==> src/rtl/add_sub_pkg.sv <==
// Shared types and defaults for the ADD_SUB arbiter slice (no logic, no latency).
// FSM state encoding, default operand width and a wrap-around increment helper.
package add_sub_pkg;

  typedef enum logic [1:0] {IDLE, EXEC, CAPT, RESP} state_t;

  localparam int DATA_W_DEF = 8;
  localparam int RES_W_DEF  = DATA_W_DEF + 1;

  function automatic int wrap_inc(input int v, input int n);
    return (v + 1 >= n) ? 0 : v + 1;
  endfunction

endpackage

==> src/rtl/add_sub_arbiter_rr_arbiter.sv <==
// Round-robin pick starting at ptr; purely combinational, zero latency.
// No backpressure of its own: the parent gates req and owns ptr.
module rr_arbiter #(
  parameter int NUM_REQ = 4,
  parameter int IDX_W   = $clog2(NUM_REQ)
) (
  input  logic [NUM_REQ-1:0] req,
  input  logic [IDX_W-1:0]   ptr,
  output logic [NUM_REQ-1:0] gnt,
  output logic [IDX_W-1:0]   gnt_idx
);

  logic             w_found;
  logic [IDX_W-1:0] w_idx;
  int               w_j;

  always_comb begin
    gnt     = '0;
    gnt_idx = '0;
    w_found = 1'b0;
    w_idx   = '0;
    w_j     = 0;
    for (int i = 0; i < NUM_REQ; i++) begin
      w_j = int'(ptr) + i;
      if (w_j >= NUM_REQ) w_j = w_j - NUM_REQ;
      w_idx = IDX_W'(w_j);
      if (!w_found && req[w_idx]) begin
        w_found    = 1'b1;
        gnt[w_idx] = 1'b1;
        gnt_idx    = w_idx;
      end
    end
  end

endmodule

==> src/rtl/add_sub_arbiter.sv <==
// Shares one registered ADD_SUB among NUM_REQ requesters; accept-to-rsp_valid 3 cycles.
// One op in flight: req_ready only in IDLE, response held until rsp_ready of its owner.
module add_sub_arbiter
  import add_sub_pkg::*;
#(
  parameter int NUM_REQ = 4,
  parameter int DATA_W  = DATA_W_DEF,
  parameter int CNT_W   = 16
) (
  input  logic                      clk,
  input  logic                      rst_n,
  input  logic [NUM_REQ-1:0]        req_valid,
  output logic [NUM_REQ-1:0]        req_ready,
  input  logic [NUM_REQ*DATA_W-1:0] req_a,
  input  logic [NUM_REQ*DATA_W-1:0] req_b,
  input  logic [NUM_REQ-1:0]        req_do_add,
  output logic [DATA_W-1:0]         dp_a,
  output logic [DATA_W-1:0]         dp_b,
  output logic                      dp_do_add,
  input  logic [DATA_W:0]           dp_result,
  output logic [NUM_REQ-1:0]        rsp_valid,
  input  logic [NUM_REQ-1:0]        rsp_ready,
  output logic [DATA_W:0]           rsp_result,
  output logic                      busy,
  output logic [CNT_W-1:0]          ops_done
);

  localparam int RES_W = DATA_W + 1;
  localparam int IDX_W = $clog2(NUM_REQ);

  state_t             r_state, w_next_state;
  logic [IDX_W-1:0]   r_ptr, r_gidx, w_gnt_idx;
  logic [NUM_REQ-1:0] w_arb_req, w_gnt;
  logic               w_accept, w_rsp_done;
  logic [DATA_W-1:0]  r_dp_a, r_dp_b;
  logic               r_dp_do_add;
  logic [RES_W-1:0]   r_rsp_result;
  logic [CNT_W-1:0]   r_ops_done;

  // Requests are only visible to the arbiter in IDLE, so late arrivals wait a full turn.
  assign w_arb_req  = (r_state == IDLE) ? req_valid : '0;
  assign w_accept   = |w_arb_req;
  assign w_rsp_done = (r_state == RESP) && rsp_ready[r_gidx];

  rr_arbiter #(.NUM_REQ(NUM_REQ), .IDX_W(IDX_W)) u_rr (
    .req     (w_arb_req),
    .ptr     (r_ptr),
    .gnt     (w_gnt),
    .gnt_idx (w_gnt_idx)
  );

  always_ff @(posedge clk or negedge rst_n) begin
    if (!rst_n) r_state <= IDLE;
    else        r_state <= w_next_state;
  end

  always_comb begin
    w_next_state = r_state;
    req_ready    = '0;
    rsp_valid    = '0;
    busy         = (r_state != IDLE);
    case (r_state)
      IDLE: begin
        req_ready = w_gnt;
        if (w_accept) w_next_state = EXEC;
      end
      EXEC: w_next_state = CAPT;
      CAPT: w_next_state = RESP;
      RESP: begin
        rsp_valid[r_gidx] = 1'b1;
        if (w_rsp_done) w_next_state = IDLE;
      end
      default: w_next_state = IDLE;
    endcase
  end

  always_ff @(posedge clk or negedge rst_n) begin
    if (!rst_n) begin
      r_ptr        <= '0;
      r_gidx       <= '0;
      r_dp_a       <= '0;
      r_dp_b       <= '0;
      r_dp_do_add  <= 1'b0;
      r_rsp_result <= '0;
      r_ops_done   <= '0;
    end else begin
      if (w_accept) begin
        r_ptr       <= IDX_W'(wrap_inc(int'(w_gnt_idx), NUM_REQ));
        r_gidx      <= w_gnt_idx;
        r_dp_a      <= req_a[w_gnt_idx*DATA_W +: DATA_W];
        r_dp_b      <= req_b[w_gnt_idx*DATA_W +: DATA_W];
        r_dp_do_add <= req_do_add[w_gnt_idx];
      end
      if (r_state == CAPT) r_rsp_result <= dp_result;
      // Counter sticks at all-ones rather than wrapping.
      if (w_rsp_done && (r_ops_done != '1)) r_ops_done <= r_ops_done + CNT_W'(1);
    end
  end

  assign dp_a       = r_dp_a;
  assign dp_b       = r_dp_b;
  assign dp_do_add  = r_dp_do_add;
  assign rsp_result = r_rsp_result;
  assign ops_done   = r_ops_done;

endmodule
==> config.mk <==
export PLATFORM = sky130hd
export DESIGN_NAME = add_sub_arbiter
export DESIGN_NICKNAME = d
export VERILOG_FILES = /design/src/rtl/add_sub_pkg.sv /design/src/rtl/add_sub_arbiter_rr_arbiter.sv /design/src/rtl/add_sub_arbiter.sv
export SDC_FILE = /design/constraint.sdc
export NUM_CORES = 1
export LEC_CHECK = 0
export BUFFER_PORTS_ARGS = -buffer_cell sky130_fd_sc_hd__buf_4
export CORE_UTILIZATION = 35
export CTS_BUF_LIST = sky130_fd_sc_hd__clkbuf_16
export DETAILED_ROUTE_END_ITERATION = 10
export SYNTH_ARGS = -nofsm -noshare
export SYNTH_HDL_FRONTEND = slang
export SYNTH_SLANG_ARGS = --single-unit
==> constraint.sdc <==
create_clock -name clk -period 4.54 [get_ports clk]
set_input_delay 0.227 -clock clk [delete_from_list [all_inputs] [get_ports clk]]
set_output_delay 0.227 -clock clk [all_outputs]
set_load 0.05 [all_outputs]
* After elaboration in Yosys (flattened, before gate mapping)
Index checks and enable logic that the tools add are counted.
** Storage, ports and cells
- Logic and storage cells :: 105
- Flip-flop bits (word level) :: 48
** Cells by class
- Equal/unequal tests :: 6
- Shift-type cells :: 2
- Multiplexer cells :: 44
- $lt $le $gt $ge :: 16
- Add/sub/neg operators :: 9
- Reduce and logical (&&, ||, !) cells :: 17
- Bitwise operators :: 3
** Operators by type and width (number)
- 32-bit by 6-bit variable part select with 8-bit output :: 2
- 4-bit two-way mux :: 7
- 2-bit two-way mux :: 11
- 2-bit by 3-bit less-than comparator with 1-bit output, second input constant :: 6
- 16-bit by 1-bit adder with 16-bit output, second input constant :: 1
- 16-bit != test, second input constant :: 1
- 1-bit two-way mux :: 14
- 1-bit binary-select mux with 2-bit select :: 6
- 3-bit greater-or-equal comparator, second input constant :: 4
- 4-bit OR :: 3
- 1-bit demux with 2-bit select :: 5
- 2-bit by 1-bit greater-or-equal comparator with 1-bit output, second input constant :: 5
- 1-bit logical AND :: 10
- 2-bit case mux with 4 select lines :: 1
- 2-bit by 1-bit subtractor with 2-bit output, second input constant :: 4
- 2-bit by 1-bit adder with 3-bit output, second input constant :: 2
- 2-bit by 2-bit adder with 3-bit output, second input constant :: 2
- 2-bit equality test, second input constant :: 2
- 2-bit != test, second input constant :: 2
- 4-bit OR reduction :: 1
- 2-bit by 3-bit greater-or-equal comparator with 1-bit output, second input constant :: 1
- 1-bit logical NOT :: 3
- 2-bit by 1-bit equality test with 1-bit output, second input constant :: 1
- 2-bit logical NOT :: 1
- 2 further kinds :: 2

* Depth between registers and ports, before layout
Gate-level depths: netlist (run 1).
- Depth in word-level cells :: 17
- Depth in mapped cells :: 12
- Mapped depth without buffers :: 8

* Modules after synthesis
Synthesis (run 1) repeated with hierarchy kept, for this count alone.
** Second synthesis, totals
- Cell total of the unflattened synthesis :: 261
- Area, all modules :: 3121.7 um^2
** By module, submodules not included
- add_sub_arbiter :: cells an instance 196, instances 1, seq. area each 1201.2 um^2, area each 2632.5 um^2
- rr_arbiter :: cells an instance 65, instances 1, seq. area each 0.0 um^2, area each 489.2 um^2

* Worst setup path after synthesis (run 1)
OpenSTA, ideal clock, no wires.
- Path type :: register to register
- From :: register r_ptr[0]
- To :: register r_dp_a[7], in the netlist dp_a[7]
- Arrival time :: 2.551 ns
- Buffers on the path :: 4
- Library setup time :: 0.111 ns
- Data required time :: 4.429 ns
- Cell stages (with the launch flop) :: 13
- Slack :: 1.878 ns
- Clock period less this slack :: 2.662 ns
- Cells stage by stage :: dfrtp_1 buf_4 inv_1 ha_1 nand2b_1 o22ai_2 and2_1 buf_6 o22a_2 buf_6 buf_4 nor3_1 a2111oi_2
** On the way
- Longest elaborated chain between the ends :: 15
- Elaborated cells between the ends (all ways) :: 37
- Those cells by class :: add/sub: 7; order compare: 4; shift: 1; mux: 19; reduce/logical: 6
** RTL lines
- start: declaration :: RTL line add_sub_arbiter.sv:32 : logic [IDX_W-1:0] r_ptr, r_gidx, w_gnt_idx;
- start signal: assignment :: RTL line add_sub_arbiter.sv:88 : r_ptr <= IDX_W'(wrap_inc(int'(w_gnt_idx), NUM_REQ));
- branches (longest 13 deep; another with 2-bit by 1-bit adder with 3-bit output)
- 2-bit two-way mux (*) :: RTL line add_sub_arbiter_rr_arbiter.sv:27 : if (!w_found && req[w_idx]) begin
- 32-bit by 6-bit variable part select with 8-bit output (*) :: RTL line add_sub_arbiter.sv:90 : r_dp_a <= req_a[w_gnt_idx*DATA_W +: DATA_W];
- end signal: assignment :: RTL line add_sub_arbiter.sv:90
- end: declaration :: RTL line add_sub_arbiter.sv:35 : logic [DATA_W-1:0] r_dp_a, r_dp_b;
Mark *: on every way between the ends. The select of a mux whose other input is x is not followed.
A chain may end at the register's enable or synchronous reset.

* Final worst setup path (run 1)
- From :: register r_ptr[1]
- To :: register r_dp_a[5], in the netlist dp_a[5]
The elaborated chain is that of the path after synthesis.

==> summary by stage, run 1 <==
Run status
The run finished with clean final reports.

Critical path
For this design, the slowest cell found on the critical path is o22a_2. The kind of critical path is reg2reg. On the worst path, the slowest cell contributes a delay of 620 ps. The arrival time at the worst endpoint is ~3300 ps. The worst setup path is launched from a flop. The number of buffers and inverters on the critical path is 1. The critical path goes through inv_1 -> ha_1 -> nand2b_1 -> o22ai_2 -> and2_1 -> o22a_2 -> nor3_1 -> a2111oi_2.

The worst path required time is approximately 4700 ps. The element type at the critical path end is a flop. The minimum setup slack among reg-to-reg paths is approximately 1400 ps.

Of all nets on the critical path, the largest fanout is 38. Among cell families on the critical path, the largest total delay comes from compound AO/OA/AOI/OAI gates.

Synth
The mean instance size in the synthesized netlist is approximately 9.8 um2. Counting every instance in the synthesized netlist gives 364. The fraction of synthesis flops using an asynchronous set or reset pin is 100.0%. The net count of the mapped netlist is about 460. For this run, the leading register cell type out of synthesis is dfrtp_1. In this run, synthesis inferred 0 flip-flops with an integrated enable. During synthesis, Yosys emitted a total of 0 warnings. In the post-synthesis netlist, the biggest area contributors are dfrtp_1 (34%), a2111oi_2 (7.1%), nand3_1 (6.2%).

The top cell type by total area after synthesis is dfrtp_1. The combined area of all synthesized cells is about 3600 um2. For this run, the register share of the synthesized area comes to between 30% and 40%. The synthesis-stage register bit count is 48.

Of the post-synthesis cell area, the dominant cell type holds around 34%. The netlist uses 53 different library cells.

Global routing
Global routing finished with a remaining overflow of 0. The maximum number of pins on one net before global-route repair is 49. The wire length of the first global-routing pass is roughly 15 mm. The via count of the first global-routing pass was 3079.

Global routing used approximately a fifth of the available tracks across all layers. The number of antenna violations at the first check in global routing was 0.

Place
Once placement completed, the tool counted placed cells totaling between 600 and 700. The count of input and output buffers is roughly 140. Routability-driven placement finished with a final weighted congestion of slightly above 0.9. Summed over all nets, the half-perimeter wirelength after detailed placement is between 7 and 8 mm.

Clock network
The tree built by TritonCTS fans out to 48 sinks. CTS built an H-tree with a depth of 2. No sink is reached through more buffers than the 2 on the longest clock path. The tree is rooted in a clkbuf_16. The clock transition time at the flip-flop clock pins of the worst setup and hold paths is 60 ps.

TritonCTS built the clock tree. The number of buffers inserted by post-CTS setup repair is 0. The clock network latency to the later pin of the worst-skew pair is 290 ps.

Buffers inserted during clock tree synthesis total 5.

Timing
The final-report hold violation count came to 0. For the pin with the worst max-slew slack, the measured transition is roughly 1200 ps. Setup violations remaining at the end of the flow were counted as 0. The final critical path takes up between 60% and 70% of the cycle.

The clock period minus final worst setup slack is between 3000 and 4000 ps. The worst-case headroom to the max-slew limit is a little over a fifth. The maximum achievable frequency is 317.3 MHz. The count of pins over their slew limit is 0. The largest clock skew in the final design is 2.648 ps. The setup TNS after final layout is 0 ps. Setup repair after global routing left no endpoint under its margin.

Detailed routing
The first detailed-routing pass took 6 iterations. The routed wire length is roughly 10 mm. The detailed-route wire length per cell is roughly 16 um. The ratio of routed vias to standard cells is approximately 5.4. The detailed router finished its first iteration with 169 violations. The remaining routing DRC violations is 0. The antenna violation net count after detailed routing is 0. The routed layout has between 3000 and 4000 vias.

Final layout
The final cell count without fillers is between 600 and 700. The number of nets in the final layout is between 500 and 600. From synthesis to final layout, the design area changed by 33.89%.

0 antenna diodes ended up in the layout. The fraction of layout cells with a size suffix above 1 is about 40%.

Floorplanning
For this design the top-level I/O count stands at about 140. The die height is roughly 100 um. The number of rows in the core area is 36. After floorplanning, the core was sized to cover 9819 um2. From left edge to right edge, the die measures 103.1 um.

The die area is between 10000 and 15000 um2. For this configuration, the core starts out at a cell density of between 30 and 40%.

Pwr
Summed over all cells, the static leakage comes to around 2.2 nW. The peak supply drop is 0.2710 mV. Power spread over the standard cell area amounts to ~730 nW/um2.

Flow run
The total of max-cap violations is 0.

Hold path
The worst hold path class is in2reg.
## cells in the mapped netlist (2+ instances only)
| master | instances |
|---|---|
| buf_2 | 5 |
| buf_4 | 3 |
| mux2i_1 | 4 |
| a221oi_2 | 10 |
| or3_1 | 2 |
| dfrtp_1 | 48 |
| a2111oi_2 | 17 |
| nor2_1 | 6 |
| ha_1 | 13 |
| a221oi_1 | 7 |
| nor3_1 | 18 |
| a221o_1 | 17 |
| nor3b_1 | 19 |
| a21oi_1 | 4 |
| and4_1 | 2 |
| nand4_1 | 4 |
| nand3_1 | 44 |
| inv_1 | 22 |
| buf_6 | 5 |
| and3_1 | 3 |
| o21ai_0 | 5 |
| nand2b_1 | 2 |
| xnor2_1 | 12 |
| nor2b_1 | 5 |
| mux4_2 | 2 |
| xor2_1 | 2 |
| nand2_1 | 30 |
| a222oi_1 | 4 |
| mux2_2 | 11 |
| a31oi_1 | 2 |
| clkbuf_1 | 14 |
## where the power goes
group,total [W],switching [W],internal [W]
logic,0.00237,0.00152,0.000843
registers,0.000734,0.000134,0.000599
clock network,0.000418,0.000159,0.000259
total,0.00352,0.00182,0.00170
## final timing paths
path	startpoint	endpoint	depth (start not counted)
hold / removal	dp_result[0]	rsp_result[0]	2
max in group asynchronous	rst_n	dp_b[6]	2
setup reg to reg	r_ptr[1]	dp_a[5]	8
setup / recovery	r_ptr[1]	dp_a[5]	8
min in group asynchronous	rst_n	ops_done[10]	2
hold reg to reg	ops_done[15]	ops_done[15]	1
## area by class of cell
| class | instances | area [um2] |
|---|---|---|
| clock buffers | 5 | 125.1 |
| clock inverters | 3 | 42.54 |
| fillers | 949 | 5030 |
| inverters | 22 | 82.58 |
| multi-input cells | 265 | 2118 |
| flip-flops and latches | 48 | 1201 |
| well taps | 133 | 166.4 |
| repair buffers | 140 | 1054 |
## cells in the final DEF (no fill, tap or decap), types with 2 or more instances in the layout
cell / synthesis / routed
buf_4: 3 / 139
dfrtp_1: 48 / 48
nand3_1: 44 / 44
nand2_1: 30 / 30
inv_1: 22 / 22
nor3b_1: 19 / 19
nor3_1: 18 / 18
a221o_1: 17 / 17
a2111oi_2: 17 / 17
ha_1: 13 / 13
xnor2_1: 12 / 12
mux2_2: 11 / 11
a221oi_2: 10 / 10
a221oi_1: 7 / 7
nor2_1: 6 / 6
o21ai_0: 5 / 5
nor2b_1: 5 / 5
clkbuf_16: 0 / 5
mux2i_1: 4 / 4
a21oi_1: 4 / 4
a222oi_1: 4 / 4
nand4_1: 4 / 4
and3_1: 3 / 3
nand2b_1: 2 / 2
mux4_2: 2 / 2
or3_1: 2 / 2
and4_1: 2 / 2
xor2_1: 2 / 2
a31oi_1: 2 / 2
## per-layer routing
metal | up-vias | global-route usage, % | part of all wire [%]
met4 | 0 | 5.417 | 1.2
li1 | 1627 | - | -
met2 | 124 | 31.38 | 47
met5 | - | 0 | 0
met1 | 1573 | 25.10 | 45
met3 | 11 | 3.390 | 6.8
## timing repair
item                      CTS  global route
hold endpoints to repair   48             0
resized for setup           0             0
hold buffers                1             0
## state kept, by name (all words and copies together), names as in the netlist
| name | cells |
|---|---|
| ops_done | 16 |
| rsp_result | 9 |
| dp_a | 8 |
| dp_b | 8 |
| r_gidx | 2 |
| r_ptr | 2 |
| r_state | 2 |
| dp_do_add | 1 |
## through the flow
step           power [W]  hold slack [ps]  area [um2]  setup WS, ps  utilization, %
3_3_place_gp    0.003089            291.5        4612          1466           46.97
4_1_cts         0.003548            169.2        4790          1348           48.78
6_report        0.003518            171.8        4790          1389           48.78
5_1_grt         0.003763            167.0        4790          1095           48.78
3_5_place_dp    0.003124            284.0        4612          1358           46.97
2_1_floorplan   0.002571           -68.59        3577          1878               -
## cells by family after synthesis
group	Yosys count	synth area share (%)
mux	17	5.841
simple gates	143	21.69
fa+ha+maj	13	4.547
flops	48	33.58
compound gates	78	23.71
xor+xnor	14	3.428
buf+inv	51	7.205
Power figures use the tool's default switching activity.
==> inputs of run 2 (changes only) <==
==> constraint.sdc (replaced) <==
create_clock -name clk -period 3 [get_ports clk]
set_input_delay 0.15 -clock clk [delete_from_list [all_inputs] [get_ports clk]]
set_output_delay 0.15 -clock clk [all_outputs]
set_load 0.05 [all_outputs]
==> run 2 against run 1 <==
Clock power increased by 55%. Critical endpoint is now req_ready[1]. Sequential share of layout area down 0.57 points. Die area did not move. Worst setup slack got worse by 1100 ps. Register-to-register slack got worse by 1100 ps. Clock skew is 1.3 ps higher. Total power grew 58%. Clock-buffer cell count stayed put. Non-clock buffer count up 11. Largest cell class unchanged. Sequential cell count unchanged.
==> summary by stage, run 2 (synthesis results as in run 1) <==
Global routing
The global-route congestion overflow total is 0 (unchanged). The via count of the first global-routing pass came to 3457 (+12%). The number of antenna violations at the first check in global routing was 0 (unchanged). The overall routing resource usage is 20.60% (+1.7 points). The wire length of the first global-routing pass is 16.98 mm (+10%).

The maximum number of pins on one net before global-route repair is 49 (unchanged).

Pwr
The leakage power total is 2.225 nW (+2.9%). The peak supply drop was 0.3960 mV (+46%). The total power divided by cell area is 1137 nW/um2 (+55%). The overall power of the completed layout is 0.005570 W (+58%).

Detailed routing
The first-pass detailed-route iteration total is 5 (-1). The violation count after the first detailed-route iteration is 216 (+28%). The routed wire length is 10.77 mm (+7.1%). The via count of the routed design is 3506 (+5.1%). The ratio of routed vias to standard cells is 5.592 (+3.3%).

The remaining routing DRC violations is 0 (unchanged). The antenna violation net count after detailed routing is 0 (unchanged). The detailed-route wire length per cell is 17.17 um (+5.2%).

Floorplanning
The number of rows in the core area is 36 (unchanged). The effective utilization at floorplan came to 36.43% (unchanged). The horizontal die dimension is 103.1 um (unchanged).

The core area was 9819 um2 (unchanged). The die height is 103.1 um (unchanged). The die area was 10630 um2 (unchanged).

The I/O pin total is 138 (unchanged).

Timing
The share of the clock period used by the worst path is 89.84%. The largest clock skew in the final design was 3.945 ps (+1.297 ps). The final-report hold violation count is 0 (unchanged). The maximum achievable frequency is 371.0 MHz. The worst hold slack after final layout is 94.80 ps (-76.99 ps). The transition time at the pin with the least slew margin is 783.4 ps (-387.7 ps). The number of setup violations in the final report came to 0 (unchanged). The worst-case headroom to the max-slew limit is 47.78% (+26 points). Setup repair after global routing left no endpoint under its margin. The count of pins over their slew limit is 0 (unchanged). After layout, the minimum clock period comes to ~2700 ps.

The setup TNS after final layout is 0 ps (unchanged).

Critical path
Traced cell by cell, the critical path runs through buf_4 -> mux2i_1 -> a21oi_1 -> nor4b_1 -> a222oi_1 -> nand2_1 -> buf_4. The largest fanout on the critical path is 13 (-66%). The cell that appears most often on the critical path is buf_4. Among all stages on the critical path, the largest delay is contributed by nor4b_1. The startpoint of the worst register-to-register path is r_state[0]. The delay contributed by the slowest stage of the critical path is 630 ps (about the same).

The launching element type of the critical path is a flop. The element type at the critical path end is an output port. The kind of critical path is reg2out. The worst path required time is 2850 ps (-1860 ps). The arrival time at the worst endpoint came to 2550 ps (-770 ps). In this run the worst setup path begins at r_ptr[0].

Place
The count of input and output buffers is 137 (unchanged). The cell area reported after detailed placement is 4700 um2 (+1.9%). The estimated wirelength of the detail-placed design is 7.992 mm (+7.2%). The weighted congestion reported at the end of routability-driven placement is 0.8566 (-6.3%).

Final layout
The antenna diode count is 0 (unchanged). Leaving out fill and tap cells, the most frequent cell in the layout is buf_4. The layout overhead on the synthesized area is 37.01%. The number of flip-flops in the largest register is 16 (unchanged). In the layout the commonest cells are buf_4 (148), dfrtp_1 (48), nand3_1 (44). The number of nets in the final layout is 593 (+1.9%).

The final cell area excluding filler cells is 4901 um2 (+2.3%). The final core utilization is 49.91% (+1.1 points). The fraction of layout cells with a size suffix above 1 is 41.50% (+1.5 points).

Clock network
The clock sink total came to 48 (unchanged). The number of cells upsized or downsized after cts is 0 (unchanged). The total clock buffers created by CTS is 5 (unchanged).

The clock network latency to the later pin of the worst-skew pair came to 290 ps (about the same). The clock transition time at the flip-flop clock pins of the worst setup and hold paths is 70 ps (about the same). The library cell used as clock root buffer is clkbuf_16.

The number of buffers on the longest clock path is 2 (unchanged). The H-tree depth is 2 (unchanged). TritonCTS built the clock tree.

Hold path
The worst hold path class is in2reg. The worst hold path begins at dp_result[6].

Run status
The run finished with clean final reports.

Flow run
The total of max-cap violations is 0 (unchanged).
==> run 2: through the flow <==
stage          setup slack [ps]  instances
4_1_cts                   84.24        626
2_1_floorplan             338.0        364
5_1_grt                   39.41        627
3_5_place_dp              76.88        617
6_report                  304.9        627
3_3_place_gp              198.0        617
==> run 2: path summary, 6_finish.rpt <==
check / to / depth (start not counted) / slack, ps
min in group asynchronous: ops_done[5] / 2 / 440
hold / removal: rsp_result[6] / 2 / 90
setup reg to reg: dp_a[1] / 10 / 330
setup / recovery: req_ready[1] / 7 / 300
hold reg to reg: rsp_result[6] / 1 / 510
max in group asynchronous: rsp_result[8] / 2 / 2140
==> run 2: cell type report <==
class / instances / area [um2]
inverters: 22 / 82.58
fillers: 933 / 4918
multi-input cells: 265 / 2118
clock buffers: 5 / 125.1
clock inverters: 3 / 46.29
well taps: 133 / 166.4
repair buffers: 151 / 1161
flip-flops and latches: 48 / 1201
==> run 2: what timing repair did <==
action / 4_1_cts / 5_1_grt
setup buffers: 0 / 1
setup endpoints to repair: 0 / 16
hold buffers: 1 / 0
hold endpoints to repair: 48 / 0
==> run 2: critical path: cells and delay by family, from the launching register on <==
kind / cells / cell delay [ps]
compound gates: 2 / 360
buf+inv: 2 / 410
flops: 1 / 340
mux: 1 / 410
simple gates: 2 / 730
==> run 2: per-layer routing <==
metal | wire, um | GRT usage [%]
met1 | 4838 | 27.24
met2 | 5127 | 34.51
met3 | 731 | 3.661
met4 | 67 | 5.742
met5 | 0 | 0
==> run 2: where the power goes <==
group	switching [W]	internal (W)	total [W]
clock	0.000251	0.000396	0.000647
sequential	0.000184	0.000907	0.00109
combinational	0.00242	0.00142	0.00383
